===== config.mk =====
export PLATFORM = sky130hd
export DESIGN_NAME = fir_out_decimator
export DESIGN_NICKNAME = d
export VERILOG_FILES = /design/src/rtl/fir_out_decimator.sv
export SDC_FILE = /design/constraint.sdc
export NUM_CORES = 1
export LEC_CHECK = 0
export BUFFER_PORTS_ARGS = -buffer_cell sky130_fd_sc_hd__buf_2
export CAP_MARGIN = 15
export CELL_PAD_IN_SITES_DETAIL_PLACEMENT = 1
export CELL_PAD_IN_SITES_GLOBAL_PLACEMENT = 1
export CORE_ASPECT_RATIO = 1.5
export CORE_UTILIZATION = 46
export DETAILED_ROUTE_END_ITERATION = 16
export GPL_TIMING_DRIVEN = 0
export PLACE_DENSITY_LB_ADDON = 0.1
export SETUP_SLACK_MARGIN = 0.4
export SLEW_MARGIN = 20
export SYNTH_ARGS = -nofsm -noshare
export SYNTH_HDL_FRONTEND = slang
export SYNTH_SLANG_ARGS = --single-unit

===== constraint.sdc =====
create_clock -name clk -period 3.4 [get_ports clk]
set_input_delay 0.17 -clock clk [delete_from_list [all_inputs] [get_ports clk]]
set_output_delay 0.17 -clock clk [all_outputs]
set_load 0.02 [all_outputs]

===== src/rtl/fir_out_decimator.sv =====
// ---------------------------------------------------------------------------
// fir_out_decimator
//
// Sits after the FIR filter. The filter's full-precision sum is decimated by
// a factor M that can change at run time. Each sample that is kept is scaled
// with an arithmetic right shift, then rounded or truncated and saturated to
// OUT_WIDTH, and finally queued in a small FIFO behind a valid/ready port.
// The filter upstream cannot stall, so this block never pushes back on it.
// When the FIFO is full, a new sample is dropped and ovf_flag is raised.
//
// Build option:
//   FIR_DEC_ROUND_EN  defined   -> round half up (adds 2^(SHIFT-1), then shifts)
//                     undefined -> truncate toward minus infinity (shift only)
//
// Ports:
//   clk         in   clock, rising edge
//   rst         in   asynchronous reset, active low
//   i_sig       in   signed filter sum, IN_WIDTH bits
//   i_valid     in   i_sig is valid this cycle
//   enable      in   when low, input samples are ignored
//   dec_factor  in   decimation factor M (8 bits); 0 behaves as 1
//   clr         in   synchronous clear of the sticky flags
//   o_sig       out  signed sample at the FIFO head (0 while the FIFO is empty)
//   o_valid     out  FIFO is not empty
//   o_ready     in   consumer takes the head when o_valid && o_ready
//   fifo_level  out  current FIFO occupancy
//   sat_flag    out  sticky: a kept sample saturated
//   ovf_flag    out  sticky: a sample was dropped because the FIFO was full
// ---------------------------------------------------------------------------
module fir_out_decimator #(
    parameter int IN_WIDTH   = 32,
    parameter int OUT_WIDTH  = 16,
    parameter int SHIFT      = 15,
    parameter int FIFO_DEPTH = 4
) (
    input  logic                          clk,
    input  logic                          rst,
    input  logic signed [IN_WIDTH-1:0]    i_sig,
    input  logic                          i_valid,
    input  logic                          enable,
    input  logic [7:0]                    dec_factor,
    input  logic                          clr,
    output logic signed [OUT_WIDTH-1:0]   o_sig,
    output logic                          o_valid,
    input  logic                          o_ready,
    output logic [$clog2(FIFO_DEPTH):0]   fifo_level,
    output logic                          sat_flag,
    output logic                          ovf_flag
);

    localparam int AW = $clog2(FIFO_DEPTH);
    localparam int LW = AW + 1;
    // One guard bit, so that the rounding add can never wrap.
    localparam int EW = IN_WIDTH + 1;

    localparam logic signed [EW-1:0] SAT_MAX = EW'((64'sd1 <<< (OUT_WIDTH - 1)) - 64'sd1);
    localparam logic signed [EW-1:0] SAT_MIN = ~SAT_MAX;

    // ------------------------------------------------------------------
    // Decimation phase
    // ------------------------------------------------------------------
    logic [7:0] ph_q, ph_d;
    logic [7:0] m_q, m_d;
    logic [7:0] m_new;
    logic [7:0] m_eff;
    logic       acc;
    logic       keep;

    always_comb begin
        acc   = i_valid && enable;
        m_new = (dec_factor == 8'd0) ? 8'd1 : dec_factor;
        // A new decimation period starts at ph == 0. The factor latched there
        // also sets the wrap point of that period, so it is used right away.
        m_eff = (ph_q == 8'd0) ? m_new : m_q;
        keep  = acc && (ph_q == 8'd0);
        ph_d  = ph_q;
        m_d   = m_q;
        if (acc) begin
            if (ph_q == 8'd0) begin
                m_d = m_new;
            end
            ph_d = (ph_q == (m_eff - 8'd1)) ? 8'd0 : (ph_q + 8'd1);
        end
    end

    // ------------------------------------------------------------------
    // Stage S1: holds the kept sample
    // ------------------------------------------------------------------
    logic                       s1_valid_q, s1_valid_d;
    logic signed [IN_WIDTH-1:0] s1_data_q, s1_data_d;

    always_comb begin
        s1_valid_d = keep;
        s1_data_d  = keep ? i_sig : s1_data_q;
    end

    // ------------------------------------------------------------------
    // Scale, round and saturate the sample held in S1
    // ------------------------------------------------------------------
    logic signed [EW-1:0]        ext;
    logic signed [EW-1:0]        biased;
    logic signed [EW-1:0]        scaled;
    logic signed [OUT_WIDTH-1:0] sat_val;
    logic                        sat_hit;

    assign ext = {s1_data_q[IN_WIDTH-1], s1_data_q};

`ifdef FIR_DEC_ROUND_EN
    localparam logic signed [EW-1:0] RND = EW'(64'sd1 <<< (SHIFT - 1));
    assign biased = ext + RND;
`else
    assign biased = ext;
`endif

    assign scaled = biased >>> SHIFT;

    always_comb begin
        sat_hit = 1'b0;
        sat_val = scaled[OUT_WIDTH-1:0];
        if (scaled > SAT_MAX) begin
            sat_val = SAT_MAX[OUT_WIDTH-1:0];
            sat_hit = 1'b1;
        end else if (scaled < SAT_MIN) begin
            sat_val = SAT_MIN[OUT_WIDTH-1:0];
            sat_hit = 1'b1;
        end
    end

    // ------------------------------------------------------------------
    // Output FIFO
    // ------------------------------------------------------------------
    logic signed [OUT_WIDTH-1:0] mem_q [FIFO_DEPTH];
    logic [AW-1:0]               wr_ptr_q, wr_ptr_d;
    logic [AW-1:0]               rd_ptr_q, rd_ptr_d;
    logic [LW-1:0]               level_q, level_d;
    logic                        full;
    logic                        pop;
    logic                        push;
    logic                        drop;

    always_comb begin
        full = (level_q == LW'(FIFO_DEPTH));
        pop  = (level_q != '0) && o_ready;
        // If a pop happens on the same edge, it frees the slot, so a full
        // FIFO can still take the write.
        push = s1_valid_q && (!full || pop);
        drop = s1_valid_q && full && !pop;

        wr_ptr_d = push ? (wr_ptr_q + AW'(1)) : wr_ptr_q;
        rd_ptr_d = pop  ? (rd_ptr_q + AW'(1)) : rd_ptr_q;

        level_d = level_q;
        case ({push, pop})
            2'b10:   level_d = level_q + LW'(1);
            2'b01:   level_d = level_q - LW'(1);
            default: level_d = level_q;
        endcase
    end

    // The storage array has no reset. After a reset, the level and the
    // pointers mark every entry as empty.
    always_ff @(posedge clk) begin
        if (push) begin
            mem_q[wr_ptr_q] <= sat_val;
        end
    end

    // ------------------------------------------------------------------
    // Sticky flags: if clr and a new event occur in the same cycle, the
    // event wins
    // ------------------------------------------------------------------
    logic sat_q, sat_d;
    logic ovf_q, ovf_d;

    always_comb begin
        sat_d = clr ? 1'b0 : sat_q;
        ovf_d = clr ? 1'b0 : ovf_q;
        if (s1_valid_q && sat_hit) begin
            sat_d = 1'b1;
        end
        if (drop) begin
            ovf_d = 1'b1;
        end
    end

    // ------------------------------------------------------------------
    // State registers
    // ------------------------------------------------------------------
    always_ff @(posedge clk or negedge rst) begin
        if (!rst) begin
            ph_q       <= 8'd0;
            m_q        <= 8'd1;
            s1_valid_q <= 1'b0;
            s1_data_q  <= '0;
            wr_ptr_q   <= '0;
            rd_ptr_q   <= '0;
            level_q    <= '0;
            sat_q      <= 1'b0;
            ovf_q      <= 1'b0;
        end else begin
            ph_q       <= ph_d;
            m_q        <= m_d;
            s1_valid_q <= s1_valid_d;
            s1_data_q  <= s1_data_d;
            wr_ptr_q   <= wr_ptr_d;
            rd_ptr_q   <= rd_ptr_d;
            level_q    <= level_d;
            sat_q      <= sat_d;
            ovf_q      <= ovf_d;
        end
    end

    // ------------------------------------------------------------------
    // Outputs
    // ------------------------------------------------------------------
    assign o_valid    = (level_q != '0);
    // Force o_sig to zero while the FIFO is empty, so it reads 0 after reset
    // even though the storage itself is never cleared.
    assign o_sig      = o_valid ? mem_q[rd_ptr_q] : '0;
    assign fifo_level = level_q;
    assign sat_flag   = sat_q;
    assign ovf_flag   = ovf_q;

endmodule


Yosys cells after proc, flatten, opt, wreduce, memory -nomap -nowiden
Memory sizes are Yosys's and may differ from the RTL's.
Cells that the tools add are included.
Widths: inputs -> output; s select.
Cells by class
  add/subtract/negate cells: 6
  order comparisons: 2
  eq/ne operators: 4
  muxes and demuxes: 14
  reductions and logical operators: 16
Operators with widths (count)
  $mux 16: 3
  $mux 8: 3
  $gt 17x16->1 const B: 1
  $lt 17x16->1 const B: 1
  $logic_not 8->1: 2
  $add 8x1->8 const B: 1
  $eq 8x8->1: 1
  $sub 8x1->8 const B: 1
  $logic_and 1x1->1: 7
  $mux 1: 7
  $pmux 3 s2: 1
  $reduce_bool 2->1: 3
  $add 2x1->2 const B: 2
  $add 3x1->3 const B: 1
  $eq 3x3->1 const B: 1
  $reduce_bool 3->1: 1
  $sub 3x1->3 const B: 1
  $eq 2x1->1 const B: 1
  $eq 2x2->1 const B: 1
  $logic_not 1->1: 2
  $logic_or 1x1->1: 1
Word-level totals
  register bits after elaboration: 58
  bits in writable memories: 64
  input bits: 46
  output and inout port bits: 22
  word-level logic and storage cells: 52
  memories kept: 1
Memory list
  mem_q: words 4, bits a word 16, read ports 1, clocked after memory_dff 0, wr ports 1, RTL line 132  | logic signed [OUT_WIDTH-1:0] mem_q [FIFO_DEPTH];

Longest topological paths before layout
Gate-level depths: netlist of run 1.
  word-level depth: 6
  gate-level depth with buffers: 14
  gate-level depth less buffers: 13

Least setup slack after synthesis of run 1
OpenSTA, ideal clock, no wires.
  kind: register to register
  start point: register ph_q[0]
  end point: register ph_q[2]
  setup time: 0.118 ns
  arrival: 2.574 ns
  required time: 3.282 ns
  slack: 0.708 ns
  cell stages (with the launch flop): 14
  path buffers: 0
  period minus slack after synthesis: 2.692 ns
  path through: dfrtp_1 > inv_1 > ha_1 > or4b_4 > nor2_4 > a21oi_2 > inv_2 > ha_1 > xnor2_1 > xnor2_1 > nand4_1 > nor4_4 > o21ai_1 > a21o_1
Between the ends
  cells in the longest elaborated chain, start to end: 5
  elaborated cells between the ends (all ways): 6
  those cells by class: add/sub (2); eq/ne (1); mux (2); reduce/logical (1)
RTL lines
  from (decl): RTL line 62  | logic [7:0] ph_q, ph_d;
  from (signal assigned): RTL line 201  | ph_q <= ph_d;
  $logic_not 8->1: RTL line 74  | m_eff = (ph_q == 8'd0) ? m_new : m_q;
  $mux 8
  $sub 8x1->8: RTL line 82  | ph_d = (ph_q == (m_eff - 8'd1)) ? 8'd0 : (ph_q + 8'd1);
  $eq 8x8->1: RTL line 82
  $mux 8 (*): RTL line 82
Every way passes the cells marked *; elsewhere a longest branch is shown, timed or not.
A chain may end at the register's enable or synchronous reset.

Worst setup path after layout of run 1
Same ends and word-level chain as after synthesis.

==> key figures, run 1 <==
CTS
  – CTS buffer count: 9
  – Sink Count: 107
  – Clk root buf: clkbuf_16
  – Clock Path Buffers: 2
  – H-tree levels: 3
  – CTS tree: built
  – Clk_lat worst skew: 350 ps
  – Worst-path clk slew: 70 ps

STA
  – RSZ-0062 raised after global routing: no
  – Setup violators final: 0
  – Final period util: 83.9%
  – Final worst slack: 549 ps
  – Clk_skew: 7.93 ps
  – Setup total negative slack: 0 ps
  – Slew headroom: 41.2%
  – Min Tclk post-route: 2850 ps
  – Final Hold Viols: 0
  – F_max: 0.351 GHz
  – Final Max Slew Viols: 0
  – Worst Max-Slew Pin Slew: 882 ps
  – Worst Hold Slack: 12.0 ps

Global routing
  – Largest net degree at the start of global routing: 44
  – Total GRT Usage: 21.4%
  – Vias in the first global route: 3379
  – First-pass GRT wire length: 17500 um
  – Initial antenna violation count: 0
  – Gr ovfl total: 0

Detailed routing
  – Via Count: 3237
  – DR iter-0 viols: 101
  – WL per Instance: 17.9 um
  – Drt drc: 0
  – Final WL: 10900 um
  – Routed vias/inst: 5.30
  – First-pass DRT Iterations: 5
  – Detail Route Antenna Nets: 0

Setup path
  – Critical path startpoint category: register
  – R2R Setup Slk: 550 ps
  – Cell Chain, Critical Path: inv_1 > ha_2 > or4b_4 > nor2_4 > a21oi_2 > inv_2 > ha_2 > xnor2_1 > xnor2_1 > nand4_1 > nor4_4 > buf_6 > o21ai_1 > a21o_1
  – Worst reg2reg path endpoint: ph_q[2]$_DFFE_PN0P_
  – CP arrival: 3090 ps
  – CP peak stage delay: 500 ps
  – Crit path max-delay cell type: or4b_4
  – CP Class: register to register
  – Worst Reg-to-Reg Cells: 14
  – Crit end category: register
  – Reg-to-Reg Start: ph_q[0]$_DFFE_PN0P_
  – Crit-path max FO: 8
  – Worst path required time: 3640 ps

Placed design
  – Placement Cell Area: 5390 um^2
  – Gp weighted congestion: 0.902
  – DP Wirelength: 7710 um
  – Post-placement cell count: 583
  – PortBufs: 52
  – Pre-CTS setup slack: 225 ps

Die
  – Die area: 11200 um^2
  – Chip height: 129 um
  – Initial core utilization: 47.0%
  – # rows: 46
  – # IOs: 68
  – Die width: 86.7 um
  – Core Region: 10500 um^2

Layout
  – Nets: 517
  – Layout area overhead: 16.8%
  – Fin area: 5780 um^2
  – Antenna cells: 0
  – Final design utilization: 54.9%
  – Share of cells above drive strength 1: 24.2%
  – Layout Cells excl Fill: 611
  – Fill count: 1127

Power and ir drop
  – Total power: 3.53 mW
  – Power Density: 611 nW/um^2
  – Leak: 2.53 nW
  – Peak supply drop: 0.000272 V

Yosys
  – Mapped Area: 4950 um^2
  – Sequential-to-total area share from yosys stat: 60.6%
  – Post-synth EDFFs: 64
  – Yosys cell types: 50
  – Syn Area/Cell: 12.8 um^2
  – Synth Flop Type: edfxtp_1
  – Top cell type's share of synthesized area: 38.9%
  – Syn Nets: 442
  – Top cells by area, synth: edfxtp_1 (39%), dfrtp_1 (21%), mux4_2 (7.3%)
  – Yosys warnings: 0
  – Cells after synthesis: 387
  – Post-synth ARST share: 40.2%
  – Register bit total from synthesis: 107
  – Cell taking the most area after synthesis: edfxtp_1

Outcome
  – Status: completed

Hold path
  – Hold Crit Start: i_sig[19]
  – Hold EP: s1_data_q[19]$_DFFE_PN0P_
  – Hold Path Depth: 3
  – Min-delay worst type: input port to register

Job
  – Max Cap Viol: 0
sequential cells by signal (all words and copies together) (netlist names):
signal      count
mem_q          64
s1_data_q      17
m_q             8
ph_q            8
fifo_level      3
rd_ptr_q        2
wr_ptr_q        2
ovf_flag        1
s1_valid_q      1
sat_flag        1
synth_stat cells, types with 6 or more instances:
library cell  number
and2_1            22
edfxtp_1          64
o21ai_0            7
mux4_2            16
xnor2_1           12
dfrtp_1           42
maj3_1            15
ha_1               8
inv_1             11
xor2_1             8
a21oi_1           10
nor2_1             6
clkbuf_1          14
nand2_1           86
cell usage in the layout, fill, tap and decap left out, types with 3 or more instances in the layout:
cell / instances
a211oi_1: 3
a21oi_1: 10
and2_1: 22
and3_1: 4
buf_2: 53
buf_4: 11
buf_6: 3
clkbuf_1: 14
clkbuf_16: 9
dfrtp_1: 42
edfxtp_1: 64
ha_1: 6
inv_1: 11
maj3_1: 15
mux2i_1: 3
mux4_2: 16
nand2_1: 86
nand3_1: 4
nor2_1: 6
nor3_1: 3
nor4_1: 4
o21ai_0: 7
o21ai_1: 4
or3_1: 4
xnor2_1: 12
xor2_1: 8
worst max-delay path: cells and delay by family, from the launching register on:
kind / cells / cell delay [ps]
simple gates: 4 / 990
fa+ha+maj: 2 / 390
flops: 1 / 380
buf+inv: 3 / 360
compound gates: 3 / 360
xor+xnor: 2 / 270
how the worst max path moves through the flow:
stage | depth (start not counted) | to | start
floorplan | 13 | ph_q[2]$_DFFE_PN0P_ | ph_q[0]$_DFFE_PN0P_
global placement | 13 | ph_q[2]$_DFFE_PN0P_ | ph_q[0]$_DFFE_PN0P_
detailed placement | 14 | ph_q[2]$_DFFE_PN0P_ | ph_q[0]$_DFFE_PN0P_
CTS | 14 | ph_q[2]$_DFFE_PN0P_ | ph_q[0]$_DFFE_PN0P_
global route | 14 | ph_q[2]$_DFFE_PN0P_ | ph_q[0]$_DFFE_PN0P_
finish | 14 | ph_q[2]$_DFFE_PN0P_ | ph_q[0]$_DFFE_PN0P_
report_power, final:
group	internal, mW	switching [mW]	total (mW)
Clock	0.501	0.476	0.977
Combinational	0.433	0.548	0.981
Sequential	1.47	0.101	1.57
Total	2.40	1.13	3.53
logic make-up (layout without fill, tap and decap cells):
logic type	count (synthesis)	count (layout)	synth area share, %
compound gates	35	35	4.40
xor+xnor	20	20	3.54
fa+ha+maj	24	24	5.46
buf+inv	34	114	2.86
flops	107	107	60.6
mux	20	20	8.12
simple gates	147	147	15.0
layout make-up:
type / instances / area (um^2) / area share, %
Sequential cell: 107 / 3000 / 51.9
Multi-Input combinational cell: 246 / 1820 / 31.4
Timing Repair Buffer: 64 / 359 / 6.21
Clock buffer: 9 / 225 / 3.90
Tap cell: 144 / 180 / 3.12
Buffer: 21 / 100 / 1.73
Clock inverter: 7 / 51.3 / 0.888
Inverter: 13 / 48.8 / 0.844
layer usage:
metal	GRT usage, %	routed length [um]	part of all wire, %
met1	23.7	4230	39
met2	40.6	6260	57
met3	3.46	233	2.1
met4	7.94	206	1.9
met5	0	0	0
what timing repair did:
item / in CTS / in global routing
pin swaps: 2 / 4
endpoints found under the hold margin: 0 / 42
buffers inserted: 5 / 6
setup endpoints to repair: 16 / 8
hold buffers: 0 / 1
gates resized for setup: 2 / 5
(Power assumes the default switching activity.)
==> run 2: changes to the inputs <==
- clock period: 3.4 -> 2.7 ns (I/O delays scaled with it)
==> run 2 against run 1 <==
Against the previous run: the flow now finishes with violations (negative setup slack); setup slack lost 560 ps; clock power grew 35%; global-route usage shrank 0.11 points; sequential cell count is the same; first-iteration DRC count shrank 6.9%; non-clock buffer count grew 15; register-to-register slack lost 560 ps; critical path depth is the same; count of clock-buffer cells in the layout is the same; sequential power grew 27%; critical endpoint unchanged.
==> key figures, run 2 (synthesized netlist as in run 1, its figures left out) <==
Outcome
  – Status: finished, violations left (was completed)
  – Failing checks: negative setup slack

Setup path
  – Cell Chain, Critical Path: inv_2 > ha_4 > or4b_4 > nor2_4 > a21oi_4 > inv_2 > ha_4 > xnor2_2 > xnor2_1 > nand4_1 > nor4_4 > buf_6 > o21ai_2 > a21o_1 (was inv_1 > ha_2 > or4b_4 > nor2_4 > a21oi_2 > inv_2 > ha_2 > xnor2_1 > xnor2_1 > nand4_1 > nor4_4 > buf_6 > o21ai_1 > a21o_1)
  – Crit-path max FO: 6 (was 8)
  – Crit path max-delay cell type: or4b_4 (unchanged)
  – Critical Path Source: ph_q[0]$_DFFE_PN0P_ (unchanged)
  – Crit end category: register (unchanged)
  – Worst reg2reg path endpoint: ph_q[2]$_DFFE_PN0P_ (unchanged)
  – CP peak stage delay: 490 ps (was 500 ps)
  – CP arrival: 2940 ps (was 3090 ps)
  – CP Class: register to register (unchanged)
  – Reg-to-Reg Start: ph_q[0]$_DFFE_PN0P_ (unchanged)
  – Critical path startpoint category: register (unchanged)
  – Critical Path Stages: 14 (unchanged)
  – Worst Reg-to-Reg Cells: 14 (unchanged)
  – Top delay family on crit path: simple AND/OR/NAND/NOR gates (unchanged)
  – R2R Setup Slk: -9 ps (was 550 ps)
  – End point of the critical path: ph_q[2]$_DFFE_PN0P_ (unchanged)
  – Worst path required time: 2930 ps (was 3640 ps)
  – Bufs and invs on worst path: 3 (unchanged)

CTS
  – Sink Count: 107 (unchanged)
  – CTS tree: built (unchanged)
  – CTS buffer count: 9 (unchanged)
  – Clk_lat worst skew: 340 ps (was 350 ps)
  – Clk root buf: clkbuf_16 (unchanged)
  – Clock Path Buffers: 2 (unchanged)
  – H-tree levels: 3 (unchanged)
  – Worst-path clk slew: 70 ps (about the same)

STA
  – Worst Hold Slack: 8.70 ps (was 12.0 ps)
  – Slew headroom: 42.8% (was 41.2%)
  – F_max: 0.369 GHz (was 0.351 GHz)
  – Setup violators final: 1 (was 0)
  – Min Tclk post-route: 2710 ps (was 2850 ps)
  – Worst Max-Slew Pin Slew: 859 ps (was 882 ps)
  – Final Max Slew Viols: 0 (unchanged)
  – Setup total negative slack: -9.35 ps (was 0 ps)
  – Clk_skew: 7.63 ps (was 7.93 ps)
  – RSZ-0062 raised after global routing: yes (was no)
  – Final Hold Viols: 0 (unchanged)
  – Final period util: 100% (was 83.9%)
  – Final worst slack: -9.35 ps (was 549 ps)

Hold path
  – Min-delay worst type: input port to register (unchanged)
  – Hold Path Depth: 3 (unchanged)
  – Hold Crit Start: i_sig[20] (was i_sig[19])

Global routing
  – Vias in the first global route: 3444 (was 3379)
  – Gr ovfl total: 0 (unchanged)
  – Initial antenna violation count: 0 (unchanged)
  – Total GRT Usage: 21.3% (was 21.4%)
  – Largest net degree at the start of global routing: 44 (unchanged)
  – First-pass GRT wire length: 17400 um (was 17500 um)

Layout
  – Share of cells above drive strength 1: 29.3% (was 24.2%)
  – Reg with most FFs: mem_q (unchanged)
  – Antenna cells: 0 (unchanged)
  – Most common cell after layout, fill and taps aside: nand2_1 (unchanged)
  – Largest registers: mem_q x64, s1_data_q x17 (unchanged)
  – Layout area overhead: 22.8% (was 16.8%)
  – Final design utilization: 57.7% (was 54.9%)
  – Most frequent cells in the layout: nand2_1 (86), edfxtp_1 (64), buf_2 (53) (unchanged)
  – Nets: 532 (was 517)
  – Max reg flops: 64 (unchanged)

Power and ir drop
  – Clk network pwr share: 28.2% (was 27.7%)
  – Switching portion of total power: 31.1% (was 31.9%)
  – Sequential power share: 42.6% (was 44.5%)
  – Internal power: 3.22 mW (was 2.40 mW)
  – Comb power frac: 29.2% (was 27.8%)
  – Leak: 2.66 nW (was 2.53 nW)
  – P_sw: 1.45 mW (was 1.13 mW)
  – Total power: 4.68 mW (was 3.53 mW)
  – Power Density: 770 nW/um^2 (was 611 nW/um^2)
  – Peak supply drop: 0.000409 V (was 0.000272 V)

Die
  – # rows: 46 (unchanged)
  – Die width: 86.7 um (unchanged)
  – Initial core utilization: 47.0% (unchanged)
  – Chip height: 129 um (unchanged)
  – # IOs: 68 (unchanged)
  – Die area: 11200 um^2 (unchanged)
  – Core Region: 10500 um^2 (unchanged)

Detailed routing
  – First-pass DRT Iterations: 4 (was 5)
  – DR iter-0 viols: 94 (was 101)
  – Detail Route Antenna Nets: 0 (unchanged)
  – Drt drc: 0 (unchanged)
  – Via Count: 3267 (was 3237)
  – Routed vias/inst: 5.22 (was 5.30)
  – WL per Instance: 17.6 um (was 17.9 um)
  – Final WL: 11000 um (was 10900 um)

Placed design
  – PortBufs: 52 (unchanged)
  – DP Wirelength: 7750 um (was 7710 um)
  – Gp weighted congestion: 0.875 (was 0.902)

Job
  – Max Cap Viol: 0 (unchanged)
-- run 2: tightest hold or removal path, cell delays in order --
cell and delay, ps:
buf_2 70, nand2_1 40, nand2_1 60
-- run 2: power by group through the flow --
| stage | Sequential [mW] | Combinational [mW] | Clock [mW] |
|---|---|---|---|
| 6_report | 1.99 | 1.37 | 1.32 |
| 5_1_grt | 2.01 | 1.50 | 1.39 |
| 4_1_cts | 1.99 | 1.34 | 1.35 |
| 3_5_place_dp | 2.02 | 1.22 | 0 |
| 3_3_place_gp | 2.01 | 1.18 | 0 |
| 2_1_floorplan | 2.00 | 0.883 | 0 |
-- run 2: stage by stage --
stage | std cells | setup WS (ps) | area, um^2
final | 626 | -9.35 | 6070
after global routing | 626 | -127 | 6070
after CTS | 622 | -6.89 | 5990
after detailed placement | 583 | -422 | 5430
after global placement | 583 | -380 | 5430
after floorplan | 387 | 17.4 | 4990
-- run 2: worst min-delay path by stage --
stage,endpoint,slack [ps]
floorplan,fifo_level[0]$_DFFE_PN0P_,-160
global placement,s1_data_q[27]$_DFFE_PN0P_,330
detailed placement,m_q[1]$_DFFE_PN0P_,340
CTS,s1_data_q[20]$_DFFE_PN0P_,3
global route,s1_data_q[20]$_DFFE_PN0P_,7
finish,s1_data_q[20]$_DFFE_PN0P_,9
-- run 2: layer usage --
metal,wire length [um],vias to the layer above,track usage (%)
li1,-,1542,-
met1,4230,1641,23.3
met2,6280,62,40.5
met3,239,22,3.14
met4,269,0,8.82
met5,0,-,0
-- run 2: layout make-up --
cell class | count | area (um^2)
well taps | 144 | 180
inverters | 13 | 51.3
clock buffers | 9 | 225
flip-flops and latches | 107 | 3000
fillers | 1107 | 4460
repair buffers | 79 | 509
plain buffers | 21 | 126
clock inverters | 7 | 75.1
multi-input cells | 246 | 1900
-- run 2: what timing repair did --
| action | 4_1_cts | 5_1_grt |
|---|---|---|
| hold buffers | 12 | 0 |
| setup buffers | 11 | 3 |
| resized for setup | 21 | 21 |
| cloned | 0 | 0 |
| hold endpoints to repair | 53 | 0 |
| pin swaps | 9 | 3 |
| endpoints found under the setup margin | 46 | 39 |
==> run 3: changes to the inputs <==
- RECOVER_POWER: not set -> 100
==> run 3 against run 2 <==
Against the previous run: critical path depth unchanged; largest cell class unchanged; the flow still finishes with violations (negative setup slack); die area unchanged; largest power group unchanged; global-route usage unchanged.
==> key figures, run 3 (synthesized netlist as in run 1, its figures left out) <==
Die
  – Initial core utilization: 47.0% (unchanged)
  – Chip height: 129 um (unchanged)
  – # IOs: 68 (unchanged)
  – # rows: 46 (unchanged)
  – Die area: 11200 um^2 (unchanged)
  – Core Region: 10500 um^2 (unchanged)
  – Die width: 86.7 um (unchanged)

Power and ir drop
  – Total power: 4.63 mW (was 4.68 mW)
  – Leak: 2.59 nW (was 2.66 nW)
  – Peak supply drop: 0.000408 V (was 0.000409 V)
  – Power Density: 769 nW/um^2 (was 770 nW/um^2)

Detailed routing
  – First-pass DRT Iterations: 4 (unchanged)
  – WL per Instance: 17.5 um (was 17.6 um)
  – Final WL: 11000 um (about the same)
  – Via Count: 3264 (was 3267)
  – DR iter-0 viols: 85 (was 94)
  – Routed vias/inst: 5.21 (was 5.22)
  – Drt drc: 0 (unchanged)
  – Detail Route Antenna Nets: 0 (unchanged)

STA
  – Final worst slack: -8.64 ps (was -9.35 ps)
  – Setup violators final: 1 (unchanged)
  – Final period util: 100% (about the same)
  – Worst Max-Slew Pin Slew: 1350 ps (was 859 ps)
  – Final Hold Viols: 0 (unchanged)
  – Clk_skew: 7.85 ps (was 7.63 ps)
  – F_max: 0.369 GHz (about the same)
  – Slew headroom: 10.0% (was 42.8%)
  – Setup total negative slack: -8.64 ps (was -9.35 ps)
  – Min Tclk post-route: 2710 ps (about the same)
  – RSZ-0062 raised after global routing: yes (unchanged)
  – Worst Hold Slack: 6.53 ps (was 8.70 ps)
  – Final Max Slew Viols: 0 (unchanged)

Layout
  – Most common cell after layout, fill and taps aside: nand2_1 (unchanged)
  – Fill count: 1120 (was 1107)
  – Max reg flops: 64 (unchanged)
  – Share of cells above drive strength 1: 25.3% (was 29.3%)
  – Nets: 532 (unchanged)
  – Antenna cells: 0 (unchanged)
  – Largest registers: mem_q x64, s1_data_q x17 (unchanged)
  – Most frequent cells in the layout: nand2_1 (86), edfxtp_1 (64), buf_2 (40) (was nand2_1 (86), edfxtp_1 (64), buf_2 (53))
  – Reg with most FFs: mem_q (unchanged)
  – Multi-input combinational cell area: 1890 um^2 (was 1900 um^2)
  – Seq. cell area: 3000 um^2 (about the same)
  – Layout area overhead: 21.8% (was 22.8%)

CTS
  – Clk root buf: clkbuf_16 (unchanged)
  – H-tree levels: 3 (unchanged)
  – Clk_lat worst skew: 340 ps (about the same)
  – Sink Count: 107 (unchanged)
  – CTS tree: built (unchanged)
  – Clock Path Buffers: 2 (unchanged)
  – CTS buffer count: 9 (unchanged)
  – Worst-path clk slew: 70 ps (about the same)

Hold path
  – Min-delay worst type: input port to register (unchanged)

Global routing
  – Total GRT Usage: 21.3% (unchanged)
  – Initial antenna violation count: 0 (unchanged)
  – Vias in the first global route: 3444 (unchanged)
  – Largest net degree at the start of global routing: 44 (unchanged)
  – First-pass GRT wire length: 17400 um (unchanged)
  – Gr ovfl total: 0 (unchanged)

Placed design
  – Pre-CTS setup slack: -422 ps (unchanged)
  – DP Wirelength: 7750 um (unchanged)
  – PortBufs: 52 (unchanged)
  – Gp weighted congestion: 0.875 (unchanged)

Setup path
  – CP Class: register to register (unchanged)
  – Critical path startpoint category: register (unchanged)
  – Crit end category: register (unchanged)
  – Cell Chain, Critical Path: inv_2 > ha_4 > or4b_4 > nor2_4 > a21oi_4 > inv_2 > ha_4 > xnor2_2 > xnor2_1 > nand4_1 > nor4_4 > buf_6 > o21ai_2 > a21o_1 (unchanged)
  – CP peak stage delay: 490 ps (about the same)
  – Crit path max-delay cell type: or4b_4 (unchanged)
  – CP arrival: 2940 ps (about the same)
  – Crit-path max FO: 6 (unchanged)
  – Worst path required time: 2930 ps (about the same)

Job
  – Max Cap Viol: 0 (unchanged)

Outcome
  – Status: finished, violations left (unchanged)
  – Failing checks: negative setup slack (unchanged)
==> run 3: changes by cell type in the layout (fill, tap and decap cells not counted), sizes merged <==
cell          change
dlymetal6s4s      +1
clkinvlp          +1
inv               -1
buf              -15
clkbuf           +14
==> run 3: per-layer routing <==
| metal | wire, um | vias up | track usage [%] |
|---|---|---|---|
| met2 | 6280 | 58 | 40.5 |
| met3 | 233 | 20 | 3.14 |
| met4 | 259 | 0 | 8.82 |
| li1 | - | 1546 | - |
| met5 | 0 | - | 0 |
| met1 | 4210 | 1640 | 23.3 |
==> run 3: worst max-delay path: cells and delay by family (launching register included) <==
family | cells | cell delay (ps)
adders and majority gates | 2 | 300
DFF | 1 | 410
AOI/OAI and AO/OA | 3 | 320
buffers and inverters | 3 | 340
and+or+nand+nor | 4 | 970
xor gates and xnor gates | 2 | 250
==> run 3: path summary, 6_finish.rpt <==
path | start | end | slack, ps | depth (start not counted)
max reg2reg | ph_q[0]$_DFFE_PN0P_ | ph_q[2]$_DFFE_PN0P_ | -9 | 14
min in group asynchronous | rst | m_q[1]$_DFFE_PN0P_ | 370 | 2
max in group asynchronous | rst | ph_q[1]$_DFFE_PN0P_ | 390 | 3
min reg2reg | s1_data_q[25]$_DFFE_PN0P_ | s1_data_q[25]$_DFFE_PN0P_ | 480 | 2
min | i_sig[26] | s1_data_q[26]$_DFFE_PN0P_ | 7 | 3
max | ph_q[0]$_DFFE_PN0P_ | ph_q[2]$_DFFE_PN0P_ | -9 | 14
==> run 3: final cells by class <==
class,count,area share (%)
Multi-Input combinational cell,246,31.3
Timing Repair Buffer,79,8.08
Buffer,21,1.95
Clock inverter,7,1.25
Clock buffer,9,3.74
Sequential cell,107,49.8
Inverter,13,0.831
Tap cell,144,2.99
==> run 3: where the power goes <==
part / internal (mW) / switching, mW / leakage [nW]
clock network: 0.726 / 0.591 / 0.145
registers: 1.85 / 0.129 / 1.27
logic: 0.609 / 0.722 / 1.18
total: 3.19 / 1.44 / 2.59
==> run 3: timing repair <==
action                                  in CTS  in global routing
pin swaps                                    9                  3
endpoints found under the setup margin      46                 39
gates resized for setup                     21                 21
buffers inserted                            11                  3
hold buffers                                12                  0
endpoints found under the hold margin       53                  0
==> run 3: through the flow <==
| stage | instances | utilization [%] | cell area, um^2 |
|---|---|---|---|
| after floorplan | 387 | - | 4990 |
| after global placement | 583 | 51.5 | 5430 |
| after detailed placement | 583 | 51.5 | 5430 |
| after CTS | 622 | 56.9 | 5990 |
| after global routing | 626 | 57.2 | 6020 |
| final | 626 | 57.2 | 6020 |
